==> src/rtl/nw_pkg.sv <==
// Shared definitions for the Needleman-Wunsch alignment engine.
//   - FSM state encoding (IDLE/INIT/FILL/TRACE)
//   - traceback op codes streamed to the alignment printer
//   - direction codes stored per matrix cell
//   - default score constants for callers that want the classic +1/-1/-2 set
package nw_pkg;

    typedef enum logic [1:0] {
        IDLE  = 2'd0,
        INIT  = 2'd1,
        FILL  = 2'd2,
        TRACE = 2'd3
    } state_t;

    localparam logic [1:0] OP_MATCH = 2'd0;
    localparam logic [1:0] OP_MISM  = 2'd1;
    localparam logic [1:0] OP_GAPB  = 2'd2;  // up: consumes a symbol of A
    localparam logic [1:0] OP_GAPA  = 2'd3;  // left: consumes a symbol of B

    localparam logic [1:0] DIR_DIAG = 2'd0;
    localparam logic [1:0] DIR_UP   = 2'd1;
    localparam logic [1:0] DIR_LEFT = 2'd2;
    localparam logic [1:0] DIR_STOP = 2'd3;

    localparam int DEF_MATCH = 1;
    localparam int DEF_MISM  = -1;
    localparam int DEF_GAP   = -2;

endpackage

==> src/rtl/nw_cell_max.sv <==
// nw_cell_max: combinational score for one dynamic-programming cell.
// Three saturating adds (diag + substitution, up + gap, left + gap) followed
// by a priority max3 with ties resolved DIAG > UP > LEFT.
// Ports:
//   s_diag, s_up, s_left  in   neighbour scores S(i-1,j-1), S(i-1,j), S(i,j-1)
//   sub_score             in   match or mismatch score for this cell
//   gap_score             in   gap score
//   s_best                out  winning score
//   dir_best              out  direction code of the winner
module nw_cell_max
    import nw_pkg::*;
#(
    parameter int SCORE_W = 9
) (
    input  logic signed [SCORE_W-1:0] s_diag,
    input  logic signed [SCORE_W-1:0] s_up,
    input  logic signed [SCORE_W-1:0] s_left,
    input  logic signed [SCORE_W-1:0] sub_score,
    input  logic signed [SCORE_W-1:0] gap_score,
    output logic signed [SCORE_W-1:0] s_best,
    output logic        [1:0]         dir_best
);

    localparam logic signed [SCORE_W-1:0] SAT_MAX = {1'b0, {(SCORE_W-1){1'b1}}};
    localparam logic signed [SCORE_W-1:0] SAT_MIN = {1'b1, {(SCORE_W-1){1'b0}}};

    // One guard bit catches overflow; disagreeing top bits mean out of range.
    function automatic logic signed [SCORE_W-1:0] sat_add(
        input logic signed [SCORE_W-1:0] x,
        input logic signed [SCORE_W-1:0] y
    );
        logic [SCORE_W:0] s;
        s = {x[SCORE_W-1], x} + {y[SCORE_W-1], y};
        if (s[SCORE_W] != s[SCORE_W-1])
            return s[SCORE_W] ? SAT_MIN : SAT_MAX;
        return s[SCORE_W-1:0];
    endfunction

    logic signed [SCORE_W-1:0] d, u, l;

    always_comb begin
        d = sat_add(s_diag, sub_score);
        u = sat_add(s_up, gap_score);
        l = sat_add(s_left, gap_score);
        if (d >= u && d >= l) begin
            s_best   = d;
            dir_best = DIR_DIAG;
        end else if (u >= l) begin
            s_best   = u;
            dir_best = DIR_UP;
        end else begin
            s_best   = l;
            dir_best = DIR_LEFT;
        end
    end

endmodule

==> src/rtl/nw_align_engine.sv <==
// nw_align_engine: self-sequenced Needleman-Wunsch aligner.
// IDLE -> INIT (N+1 cycles, borders) -> FILL (N*N cycles, row-major)
// -> TRACE (one op per handshake) -> IDLE. Score/direction matrices live in
// registers. Optional macro LOCAL_ALIGN_EN selects Smith-Waterman mode
// (zero-clamped scores, STOP cells, traceback from the first maximum).
// Ports:
//   clk, rst               clock, synchronous active-high reset
//   start                  begin alignment (accepted in IDLE only)
//   seq_a, seq_b           packed sequences, symbol k at [k*SYM_W-1 -: SYM_W]
//   match/mism/gap_score   signed scores latched with the sequences
//   busy                   high in INIT/FILL/TRACE
//   done                   one-cycle pulse after the last op transfers
//   final_score            score at the traceback origin
//   out_valid/out_ready    op stream handshake
//   out_op, out_i, out_j   op code and the cell it leaves
//   out_last               final op of the alignment
module nw_align_engine
    import nw_pkg::*;
#(
    parameter  int N       = 3,
    parameter  int SYM_W   = 2,
    parameter  int SCORE_W = 9,
    localparam int IW      = $clog2(N + 1)
) (
    input  logic                      clk,
    input  logic                      rst,
    input  logic                      start,
    input  logic [N*SYM_W-1:0]        seq_a,
    input  logic [N*SYM_W-1:0]        seq_b,
    input  logic signed [SCORE_W-1:0] match_score,
    input  logic signed [SCORE_W-1:0] mism_score,
    input  logic signed [SCORE_W-1:0] gap_score,
    output logic                      busy,
    output logic                      done,
    output logic signed [SCORE_W-1:0] final_score,
    output logic                      out_valid,
    input  logic                      out_ready,
    output logic [1:0]                out_op,
    output logic [IW-1:0]             out_i,
    output logic [IW-1:0]             out_j,
    output logic                      out_last
);

    localparam logic [IW-1:0] LAST_IDX = IW'(N);
    localparam logic [IW-1:0] ONE      = IW'(1);

    state_t state, state_nx;

    logic [N*SYM_W-1:0]        a_r, b_r;
    logic signed [SCORE_W-1:0] match_r, mism_r, gap_r;
    logic signed [SCORE_W-1:0] s_mat   [0:N][0:N];
    logic [1:0]                dir_mat [0:N][0:N];
    logic [IW-1:0]             k, fi, fj, ti, tj;

`ifdef LOCAL_ALIGN_EN
    logic signed [SCORE_W-1:0] best_val;
    logic [IW-1:0]             best_i, best_j;
    logic                      better;
`else
    logic signed [SCORE_W-1:0] init_acc;
`endif

    localparam logic signed [SCORE_W-1:0] SAT_MAX = {1'b0, {(SCORE_W-1){1'b1}}};
    localparam logic signed [SCORE_W-1:0] SAT_MIN = {1'b1, {(SCORE_W-1){1'b0}}};

    function automatic logic signed [SCORE_W-1:0] sat_add(
        input logic signed [SCORE_W-1:0] x,
        input logic signed [SCORE_W-1:0] y
    );
        logic [SCORE_W:0] s;
        s = {x[SCORE_W-1], x} + {y[SCORE_W-1], y};
        if (s[SCORE_W] != s[SCORE_W-1])
            return s[SCORE_W] ? SAT_MIN : SAT_MAX;
        return s[SCORE_W-1:0];
    endfunction

    // 1-based symbol lookup; index 0 (a border row/column) yields 0.
    function automatic logic [SYM_W-1:0] sym_at(
        input logic [N*SYM_W-1:0] seq,
        input logic [IW-1:0]      idx
    );
        logic [SYM_W-1:0] r;
        r = '0;
        for (int p = 1; p <= N; p++)
            if (idx == IW'(p)) r = seq[p*SYM_W-1 -: SYM_W];
        return r;
    endfunction

    // Fill datapath: one cell per cycle through the shared cell-max unit.
    logic [IW-1:0]             fi_m1, fj_m1;
    logic signed [SCORE_W-1:0] cm_diag, cm_up, cm_left, cm_sub, cell_s, fill_val;
    logic [1:0]                cell_dir, fill_dir;

    always_comb begin
        fi_m1   = fi - ONE;
        fj_m1   = fj - ONE;
        cm_diag = s_mat[fi_m1][fj_m1];
        cm_up   = s_mat[fi_m1][fj];
        cm_left = s_mat[fi][fj_m1];
        cm_sub  = (sym_at(a_r, fi) == sym_at(b_r, fj)) ? match_r : mism_r;
    end

    nw_cell_max #(.SCORE_W(SCORE_W)) u_cell (
        .s_diag    (cm_diag),
        .s_up      (cm_up),
        .s_left    (cm_left),
        .sub_score (cm_sub),
        .gap_score (gap_r),
        .s_best    (cell_s),
        .dir_best  (cell_dir)
    );

    always_comb begin
`ifdef LOCAL_ALIGN_EN
        // Non-positive results clamp to 0 and end any traceback through them.
        if (!cell_s[SCORE_W-1] && cell_s != '0) begin
            fill_val = cell_s;
            fill_dir = cell_dir;
        end else begin
            fill_val = '0;
            fill_dir = DIR_STOP;
        end
        // Strictly greater keeps the first maximum in row-major order.
        better = (fill_val > best_val);
`else
        fill_val = cell_s;
        fill_dir = cell_dir;
`endif
    end

    // Traceback step from (ti,tj): border rows/columns force the move.
    logic [1:0]    cur_dir, mv, tr_op;
    logic [IW-1:0] ni, nj;
    logic          tr_last;

    always_comb begin
        cur_dir = dir_mat[ti][tj];
        if (ti == '0)      mv = DIR_LEFT;
        else if (tj == '0) mv = DIR_UP;
        else               mv = cur_dir;
        case (mv)
            DIR_UP: begin
                tr_op = OP_GAPB;
                ni    = ti - ONE;
                nj    = tj;
            end
            DIR_LEFT: begin
                tr_op = OP_GAPA;
                ni    = ti;
                nj    = tj - ONE;
            end
            default: begin
                tr_op = (sym_at(a_r, ti) == sym_at(b_r, tj)) ? OP_MATCH : OP_MISM;
                ni    = ti - ONE;
                nj    = tj - ONE;
            end
        endcase
`ifdef LOCAL_ALIGN_EN
        tr_last = (cur_dir == DIR_STOP) || (dir_mat[ni][nj] == DIR_STOP);
`else
        tr_last = (ni == '0) && (nj == '0);
`endif
    end

    always_comb begin
        state_nx = state;
        case (state)
            IDLE:  if (start) state_nx = INIT;
            INIT:  if (k == LAST_IDX) state_nx = FILL;
            FILL:  if (fi == LAST_IDX && fj == LAST_IDX) state_nx = TRACE;
            TRACE: if (out_valid && out_ready && out_last) state_nx = IDLE;
            default: state_nx = IDLE;
        endcase
    end

    assign busy = (state != IDLE);

    always_ff @(posedge clk) begin
        if (rst) state <= IDLE;
        else     state <= state_nx;
    end

    always_ff @(posedge clk) begin
        if (rst) begin
            done        <= 1'b0;
            out_valid   <= 1'b0;
            out_last    <= 1'b0;
            out_op      <= '0;
            out_i       <= '0;
            out_j       <= '0;
            final_score <= '0;
            k           <= '0;
            fi          <= '0;
            fj          <= '0;
            ti          <= '0;
            tj          <= '0;
        end else begin
            done <= 1'b0;
            case (state)
                IDLE: begin
                    if (start) begin
                        a_r      <= seq_a;
                        b_r      <= seq_b;
                        match_r  <= match_score;
                        mism_r   <= mism_score;
                        gap_r    <= gap_score;
                        k        <= '0;
`ifndef LOCAL_ALIGN_EN
                        init_acc <= '0;
`endif
                    end
                end
                // Border k of both row 0 and column 0 per cycle.
                INIT: begin
`ifdef LOCAL_ALIGN_EN
                    s_mat[k][0]   <= '0;
                    s_mat[0][k]   <= '0;
                    dir_mat[k][0] <= DIR_STOP;
                    dir_mat[0][k] <= DIR_STOP;
                    best_val      <= '0;
                    best_i        <= LAST_IDX;
                    best_j        <= LAST_IDX;
`else
                    // Running saturated sum equals the saturated k*gap.
                    s_mat[k][0]   <= init_acc;
                    s_mat[0][k]   <= init_acc;
                    dir_mat[k][0] <= DIR_UP;
                    dir_mat[0][k] <= DIR_LEFT;
                    init_acc      <= sat_add(init_acc, gap_r);
`endif
                    k  <= k + ONE;
                    fi <= ONE;
                    fj <= ONE;
                end
                // One interior cell per cycle, row-major.
                FILL: begin
                    s_mat[fi][fj]   <= fill_val;
                    dir_mat[fi][fj] <= fill_dir;
                    if (fj == LAST_IDX) begin
                        fj <= ONE;
                        fi <= fi + ONE;
                    end else begin
                        fj <= fj + ONE;
                    end
`ifdef LOCAL_ALIGN_EN
                    if (better) begin
                        best_val <= fill_val;
                        best_i   <= fi;
                        best_j   <= fj;
                    end
                    ti <= better ? fi : best_i;
                    tj <= better ? fj : best_j;
`else
                    ti <= LAST_IDX;
                    tj <= LAST_IDX;
`endif
                end
                // Present the op at (ti,tj) and step the pointer to its destination.
                TRACE: begin
                    if (out_valid && out_ready && out_last) begin
                        out_valid <= 1'b0;
                        out_last  <= 1'b0;
                        done      <= 1'b1;
                    end else if (!out_valid || out_ready) begin
                        if (!out_valid) final_score <= s_mat[ti][tj];
                        out_valid <= 1'b1;
                        out_op    <= tr_op;
                        out_i     <= ti;
                        out_j     <= tj;
                        out_last  <= tr_last;
                        ti        <= ni;
                        tj        <= nj;
                    end
                end
                default: ;
            endcase
        end
    end

endmodule

==> config.mk <==
export PLATFORM = sky130hd
export DESIGN_NAME = nw_align_engine
export DESIGN_NICKNAME = d
export VERILOG_FILES = /design/src/rtl/nw_pkg.sv /design/src/rtl/nw_cell_max.sv /design/src/rtl/nw_align_engine.sv
export SDC_FILE = /design/constraint.sdc
export NUM_CORES = 1
export LEC_CHECK = 0
export BUFFER_PORTS_ARGS = -buffer_cell sky130_fd_sc_hd__buf_4
export CAP_MARGIN = 30
export CORE_ASPECT_RATIO = 0.75
export CORE_MARGIN = 4
export CORE_UTILIZATION = 40
export CTS_CLUSTER_DIAMETER = 40
export DETAILED_ROUTE_END_ITERATION = 12
export HOLD_SLACK_MARGIN = 0.02
export PLACE_DENSITY_LB_ADDON = 0.12
export SETUP_SLACK_MARGIN = 0.3
export SYNTH_ARGS = -nofsm -noshare
export SYNTH_HDL_FRONTEND = slang
export SYNTH_SLANG_ARGS = --single-unit
export TNS_END_PERCENT = 30
==> constraint.sdc <==
create_clock -name clk -period 10.41 [get_ports clk]
set_clock_uncertainty 0.1 [all_clocks]
set_input_delay 1.041 -clock clk [delete_from_list [all_inputs] [get_ports clk]]
set_output_delay 1.041 -clock clk [all_outputs]
set_load 0.05 [all_outputs]
**Word-level counts from Yosys, hierarchy flattened**

Memories as Yosys holds them, arrays and structs flattened. A register that Yosys moved wholly into a read port is not among the register bits.
Cells that the tools add are included.
Widths: inputs -> output; s select.

- Register bits: 78
- Memory bits (writable): 176
- Bits of input ports: 43
- Word-level logic and storage cells: 223
- Memories kept: 2

Memories:

| name | words | width | rd ports | clocked after memory_dff | write ports | RTL line | text |
|---|---|---|---|---|---|---|---|
| s_mat | 4 | 36 | 3 | 2 | 2 | nw_align_engine.sv:51 | `logic signed [SCORE_W-1:0] s_mat [0:N][0:N];` |
| dir_mat | 4 | 8 | 1 | 1 | 2 | nw_align_engine.sv:52 | `logic [1:0] dir_mat [0:N][0:N];` |

- Add/subtract/negate cells: 11
- Magnitude comparators: 9
- Equal/unequal tests: 31
- Mux-type cells: 111
- Bitwise gates (word level): 8
- Reduce and logical (&&, ||, !) cells: 32

Operators with widths:

| cell | count |
|---|---|
| $mux 9 | 26 |
| $mux 36 | 4 |
| $mux 2 | 43 |
| $bmux 9 s2 | 4 |
| $add 9x9->10 | 4 |
| $demux 9 s2 | 2 |
| $reduce_or 36->1 | 1 |
| $mux 8 | 4 |
| $ge 9x9->1 | 3 |
| $eq 2x2->1 const B | 12 |
| $pmux 2 s2 | 6 |
| $pmux 9 s2 | 1 |
| $mux 1 | 17 |
| $ne 2x2->1 const B | 7 |
| $eq 2x1->1 const B | 6 |
| $ge 3x3->1 const B | 4 |
| $not 2->3 | 4 |
| $reduce_and 3->1 | 4 |
| $logic_not 2->1 | 5 |
| $reduce_bool 2->1 | 5 |
| $demux 2 s2 | 2 |
| $pmux 2 s4 | 1 |
| $reduce_and 4->1 | 2 |
| $reduce_or 8->1 | 1 |
| 12 further kinds | 34 |

**Depth between registers and ports, before layout**

Gate-level depths: netlist of run 1.

- Depth in word-level cells: 14
- Gate-level depth with buffers: 37
- Gate-level depth less buffers: 32

**Cells and area by module**

From an unflattened synthesis of run 1, not the netlist that was laid out.

- Cell total of the unflattened synthesis: 1231
- Area, all modules: 16159.2 um^2

By module, submodules not included:

| module | times used | cells each | area an instance (um^2) | sequential area each (um^2) |
|---|---|---|---|---|
| nw_align_engine | 1 | 942 | 13864.5 | 7327.0 |
| nw_cell_max | 1 | 289 | 2294.7 | 0.0 |

**Least setup slack after synthesis of run 1**

Ideal clock, no wire load.

- Path kind: register to register
- Start: register fi[0]
- End: memory s_mat[1][15] (netlist name), data pin
- Setup time: 215 ps
- Arrival time: 7877 ps
- Data required time: 10095 ps
- Slack: 2218 ps
- Cell stages (with the launch flop): 33
- Path buffers: 7
- Period minus slack after synthesis: 8192 ps
- Path through: dfxtp_1 clkbuf_1 clkbuf_1 buf_2 inv_1 ha_1 buf_2 buf_1 mux4_2 mux4_2 ha_1 o21a_1 o31a_1 or2_0 a21oi_1 o21bai_1 a21o_1 xor2_1 ha_1 clkbuf_1 inv_1 a31oi_1 o311ai_0 or2_2 ha_1 and3_1 a221o_1 a31oi_1 o211ai_2 and2_4 buf_6 o31a_4 nor2_1

RTL lines:

| what | RTL line | text |
|---|---|---|
| start: declaration | nw_align_engine.sv:53 | `logic [IW-1:0] k, fi, fj, ti, tj;` |
| start signal: assignment | nw_align_engine.sv:241 | `fi <= fi + ONE;` |
| end: declaration | nw_align_engine.sv:51 |  |

==> results.tsv, run 1 <==
metric	value	unit
vias in the first global route	11000	
final antenna-violating net count	0	
CP cell instances	ha_2 > mux4_2 > mux4_2 > ha_1 > fa_1 > a211oi_1 > o21bai_1 > a21oi_1 > o21bai_1 > a21oi_1 > xnor2_1 > ha_1 > inv_1 > nor2_1 > nand2_1 > o21ai_0 > inv_1 > ha_1 > a2111oi_0 > nor3_1 > o22ai_4 > o21ai_0 > o21ai_0	
CTS tree	done	
Top FF cell, synth	edfxtp_1	
R2R setup slack	1.69	ns
Clock Pin Slew Worst Setup and Hold Paths	0.05	ns
Worst Hold Class	flip-flop to flip-flop	
Port Buf Inserts	61	
Post-synth EDFFs	216	
reg2reg path depth	23	
synthesized net count	1331	
Chip Height	181	microns
Req. time, crit path	10.54	ns
period utilization	0.837	
GPL Wtd Cong	0.929	
commonest non-fill, non-tap cell in the layout	edfxtp_1	
htree depth	2	
initial antenna violation count	0	
Slew Viols, Final	0	
RSZ-0062 raised after global routing	false	
critical path's top delay family	compound AO/OA/AOI/OAI gates	
Worst Path Arrival	8.85	ns
syn avg cell area	13.5	sq um
most frequent cells in the layout	edfxtp_1 (216), mux4_2 (154), ha_1 (94)	
Antenna diodes	0	
Critical Path Max Stage Delay	0.72	ns
Layout area overhead	16.2	%
Setup CP Type	flip-flop to flip-flop	
YS warnings	0	
cell area after layout	18600	sq um
Post-CTS Setup Bufs	0	
Root Driver	clkbuf_16	
row count	63	
vias per cell	6.22	
status	finished, final reports clean	
slowest CP cell	o21ai_0	
synthesis-stage register bit count	258	
core area	39500	sq um
CTS Buf Count	41	
Distinct cells, synth	74	
Mapped Cells	1189	
layout cells sized above 1	0.290	
Worst-Margin Slew	1.00	ns
DRT iter0 DRCs	1271	
Remaining DRCs	0	
first-pass GRT wire length	74800	microns
CTS resizes	0	
gr usage total	0.234	
worst hold path stage count	2	
Crit Path Max Fanout	17	
DP Area	17100	sq um
Final Hold Fails	0	
critical path capture point type	flip-flop	
grt ovf	0	
crit start category	flip-flop	
Final Critical Period	8.72	ns
NumNets Final	1412	
post-synthesis cell area	16000	sq um
clock latency at the later pin of the worst-skew pair	0.55	ns
Worst path depth	23	
Max Fclk	0.115	GHz
initial cell density of the core	0.405	
1st-pass router iterations	5	
Synth async-reset ratio	0	
Die X-Extent	239	microns
hold_buf cts	0	
# clock sinks	258	
vias	11300	
pre-CTS setup slack	1.92	ns
Seq/Total Area, Yosys	0.458	
relative slew slack	0.328	
max_cap viols	0	
Setup TNS	0	ns
largest net degree at the start of global routing	45	
HPWL after DPL	36600	microns
worst setup margin	1.69	ns
# setup viols final	0	
final wirelength	51200	microns
Ports	62	
CTS max path bufs	3	
Buf/Inv on CP	2	
Die Area	43300	sq um
wire per inst	28.1	microns
==> path summary, 6_finish.rpt <==
kind                                 end                        start
min          final_score[7]$_SDFFE_PP0P_  final_score[7]$_SDFFE_PP0P_
max reg2reg       s_mat[3][16]$_DFFE_PP_           fi[1]$_SDFFE_PP0P_
min reg2reg  final_score[7]$_SDFFE_PP0P_  final_score[7]$_SDFFE_PP0P_
max               s_mat[3][16]$_DFFE_PP_           fi[1]$_SDFFE_PP0P_
==> area by class of cell <==
| type | instances | area (sq um) |
|---|---|---|
| repair buffers | 93 | 738 |
| clock inverters | 28 | 342 |
| flip-flops and latches | 258 | 7330 |
| fillers | 3489 | 20900 |
| clock buffers | 47 | 1090 |
| well taps | 520 | 651 |
| multi-input cells | 815 | 8210 |
| inverters | 61 | 229 |
==> worst min-delay path: stages (launching register included) <==
cell	delay, ns
dfxtp_1	0.31
nand2_1	0.05
a21oi_1	0.05
==> routing by layer <==
layer,wire length (microns),track usage,vias up
met5,0,0,-
met4,1080,0.0558,0
met3,4370,0.0452,69
met2,22100,0.335,569
met1,23700,0.366,5795
li1,-,-,4908
==> Yosys cell counts, types with 7 or more instances <==
library cell	count	area share
edfxtp_1	216	0.41
mux4_2	154	0.22
ha_1	95	0.074
nand2_1	91	0.021
nor2_1	72	0.017
a21oi_1	70	0.022
inv_1	59	0.014
o21ai_0	50	0.016
dfxtp_1	42	0.053
clkbuf_1	28	0.0066
mux2_2	24	0.017
buf_2	17	0.0053
a211oi_1	16	0.0075
a21o_1	16	0.0075
o211ai_1	15	0.0070
xnor2_1	13	0.0071
xor2_1	13	0.0071
mux2i_1	12	0.0075
nor3_1	12	0.0038
a31oi_1	11	0.0043
nand2b_1	11	0.0043
nand3_1	10	0.0031
nor2b_1	8	0.0031
o21ai_2	8	0.0044
or2_2	8	0.0031
buf_1	7	0.0016
==> metrics by stage <==
| stage | hold slack, ns | util | std cells |
|---|---|---|---|
| 3_5_place_dp | 0.352 | 0.434 | 1746 |
| 5_1_grt | 0.382 | 0.471 | 1822 |
| 2_1_floorplan | 0.334 | - | 1189 |
| 6_report | 0.357 | 0.471 | 1822 |
| 3_3_place_gp | 0.349 | 0.433 | 1744 |
| 4_1_cts | 0.361 | 0.470 | 1821 |
==> logic make-up after synthesis <==
group,after synthesis,share of synthesized area
flip-flops,258,0.458
buffers and inverters,116,0.0299
AO/OA/AOI/OAI,251,0.105
multiplexers,191,0.242
XOR/XNOR,26,0.0142
adder cells (fa/ha/maj),99,0.0793
AND/OR/NAND/NOR,248,0.0716
==> flip-flops by register name, indices dropped and copies added (netlist names), 6 cells and up, named ones only <==
signal / flops
dir_mat: 32
s_mat: 144
gap_r: 9
a_r: 6
final_score: 9
mism_r: 9
init_acc: 9
match_r: 9
b_r: 6
Power of run 1 is not shown: default switching activity piles up to over one toggle a cycle in this logic, so the estimate is an artifact.
==> run 2: changes to the inputs <==
==> constraint.sdc (replaced) <==
create_clock -name clk -period 8.9 [get_ports clk]
set_clock_uncertainty 0.1 [all_clocks]
set_input_delay 0.89 -clock clk [delete_from_list [all_inputs] [get_ports clk]]
set_output_delay 0.89 -clock clk [all_outputs]
set_load 0.05 [all_outputs]
==> run 2 against run 1 <==
Against the previous run: first-iteration DRC count shrank 9.5%; register-to-register slack lost 0.99 ns; non-clock buffer count grew 8; critical path depth grew 3; via count shrank 1.1%; die area is the same; global-route usage shrank 0.72 points; routed wire length shrank 3.9%; sequential share of layout area grew 0.15 points; count of clock-buffer cells in the layout shrank 3; critical endpoint is now s_mat[0][10]$_DFFE_PP_; worst setup slack lost 0.99 ns; final cell count grew 0.22%.
==> results.tsv, run 2 (synthesized netlist as in run 1, its figures left out) <==
metric	value	unit	change
Largest register FFs	144		unchanged
Die X-Extent	239	microns	unchanged
Crit Path Max Fanout	13		-4
Placed Cells	1754		+0.46%
Die Area	43300	sq um	unchanged
Remaining DRCs	0		unchanged
Setup TNS	0	ns	unchanged
vias per cell	6.14		-1.3%
Port Buf Inserts	61		unchanged
Worst Hold Class	flip-flop to flip-flop		
RSZ-0062 raised after global routing	false		
Layout Cells excl Fill	1826		+0.22%
critical path capture point type	flip-flop		
Setup CP Type	flip-flop to flip-flop		
gr usage total	0.227		-0.00721
NumNets Final	1418		+0.42%
most frequent cells in the layout	edfxtp_1 (216), mux4_2 (154), buf_4 (96)		
Biggest register	s_mat		
1st-pass router iterations	5		unchanged
Chip Height	181	microns	unchanged
Critical Path Max Stage Delay	0.67	ns	-0.05 ns
row count	63		unchanged
relative slew slack	0.389		+0.0606
Final Hold Fails	0		unchanged
max_cap viols	0		unchanged
vias in the first global route	11000		+0.15%
layout cells sized above 1	0.293		+0.00371
Post-CTS Setup Bufs	0		unchanged
HPWL after DPL	36300	microns	-0.80%
Layout area overhead	15.8	%	
hold_buf cts	0		unchanged
wire per inst	26.9	microns	-4.1%
grt ovf	0		unchanged
clock latency at the later pin of the worst-skew pair	0.54	ns	about the same
initial cell density of the core	0.405		unchanged
Slew Viols, Final	0		unchanged
Antenna diodes	0		unchanged
status	finished, final reports clean		
Worst-Margin Slew	0.914	ns	-0.0905 ns
Max Fclk	0.122	GHz	+6.4%
CTS max path bufs	3		unchanged
GPL Wtd Cong	0.893		-3.8%
Clock Pin Slew Worst Setup and Hold Paths	0.06	ns	about the same
Final Critical Period	8.19	ns	-0.522 ns
cell mode on critical path	ha_1		
Worst Path Arrival	8.50	ns	-0.35 ns
period utilization	0.921		+0.0834
Req. time, crit path	9.21	ns	-1.33 ns
Root Driver	clkbuf_16		
crit start category	flip-flop		
# clock sinks	258		unchanged
CTS resizes	0		unchanged
core area	39500	sq um	unchanged
slowest CP cell	o22ai_2		
final antenna-violating net count	0		unchanged
# setup viols final	0		unchanged
htree depth	2		unchanged
vias	11200		-1.1%
first-pass GRT wire length	72700	microns	-2.9%
Ports	62		unchanged
final wirelength	49200	microns	-3.9%
DRT iter0 DRCs	1150		-9.5%
commonest non-fill, non-tap cell in the layout	edfxtp_1		
largest net degree at the start of global routing	45		unchanged
largest registers	s_mat: 144 flops, dir_mat: 32 flops		
CTS Buf Count	39		-4.9%
initial antenna violation count	4		+4
CTS tree	done		
-- run 2: stage by stage --
step                 util  hold slack [ns]  setup slack [ns]  area [sq um]
floorplan               -            0.334             0.708         16000
global placement    0.435            0.348             0.529         17200
detailed placement  0.436            0.351             0.429         17200
CTS                 0.469            0.359             0.414         18500
global route        0.469            0.380             0.320         18500
finish              0.469            0.358             0.705         18500
-- run 2: critical path: cells and delay by family, from the launching register on --
kind	cells	cell delay [ns]
and+or+nand+nor	7	1.60
buffers and inverters	3	0.58
muxes	3	1.35
AOI/OAI and AO/OA	8	2.21
DFF	1	0.33
xor gates and xnor gates	1	0.15
adders and majority gates	4	1.73
-- run 2: final cells by class --
| class | instances | area [sq um] |
|---|---|---|
| clock inverters | 27 | 282 |
| inverters | 61 | 229 |
| well taps | 520 | 651 |
| repair buffers | 101 | 795 |
| clock buffers | 44 | 1020 |
| multi-input cells | 815 | 8220 |
| flip-flops and latches | 258 | 7330 |
| fillers | 3505 | 21000 |
-- run 2: worst paths after layout --
| path | from | to | slack, ns | depth (start not counted) |
|---|---|---|---|---|
| setup / recovery | fi[0]$_SDFFE_PP0P_ | s_mat[0][10]$_DFFE_PP_ | 0.71 | 26 |
| hold / removal | out_i[0]$_SDFFE_PP0P_ | out_i[0]$_SDFFE_PP0P_ | 0.36 | 2 |
| setup reg to reg | fi[0]$_SDFFE_PP0P_ | s_mat[0][10]$_DFFE_PP_ | 0.71 | 26 |
| hold reg to reg | out_i[0]$_SDFFE_PP0P_ | out_i[0]$_SDFFE_PP0P_ | 0.36 | 2 |
-- run 2: layer usage --
metal	up-vias	GRT usage	routed length, microns
met5	-	0	31
met3	73	0.0526	4570
met2	537	0.319	20600
li1	4914	-	-
met4	4	0.0658	1350
met1	5686	0.349	22600
Power of run 2 is left out for the same reason.
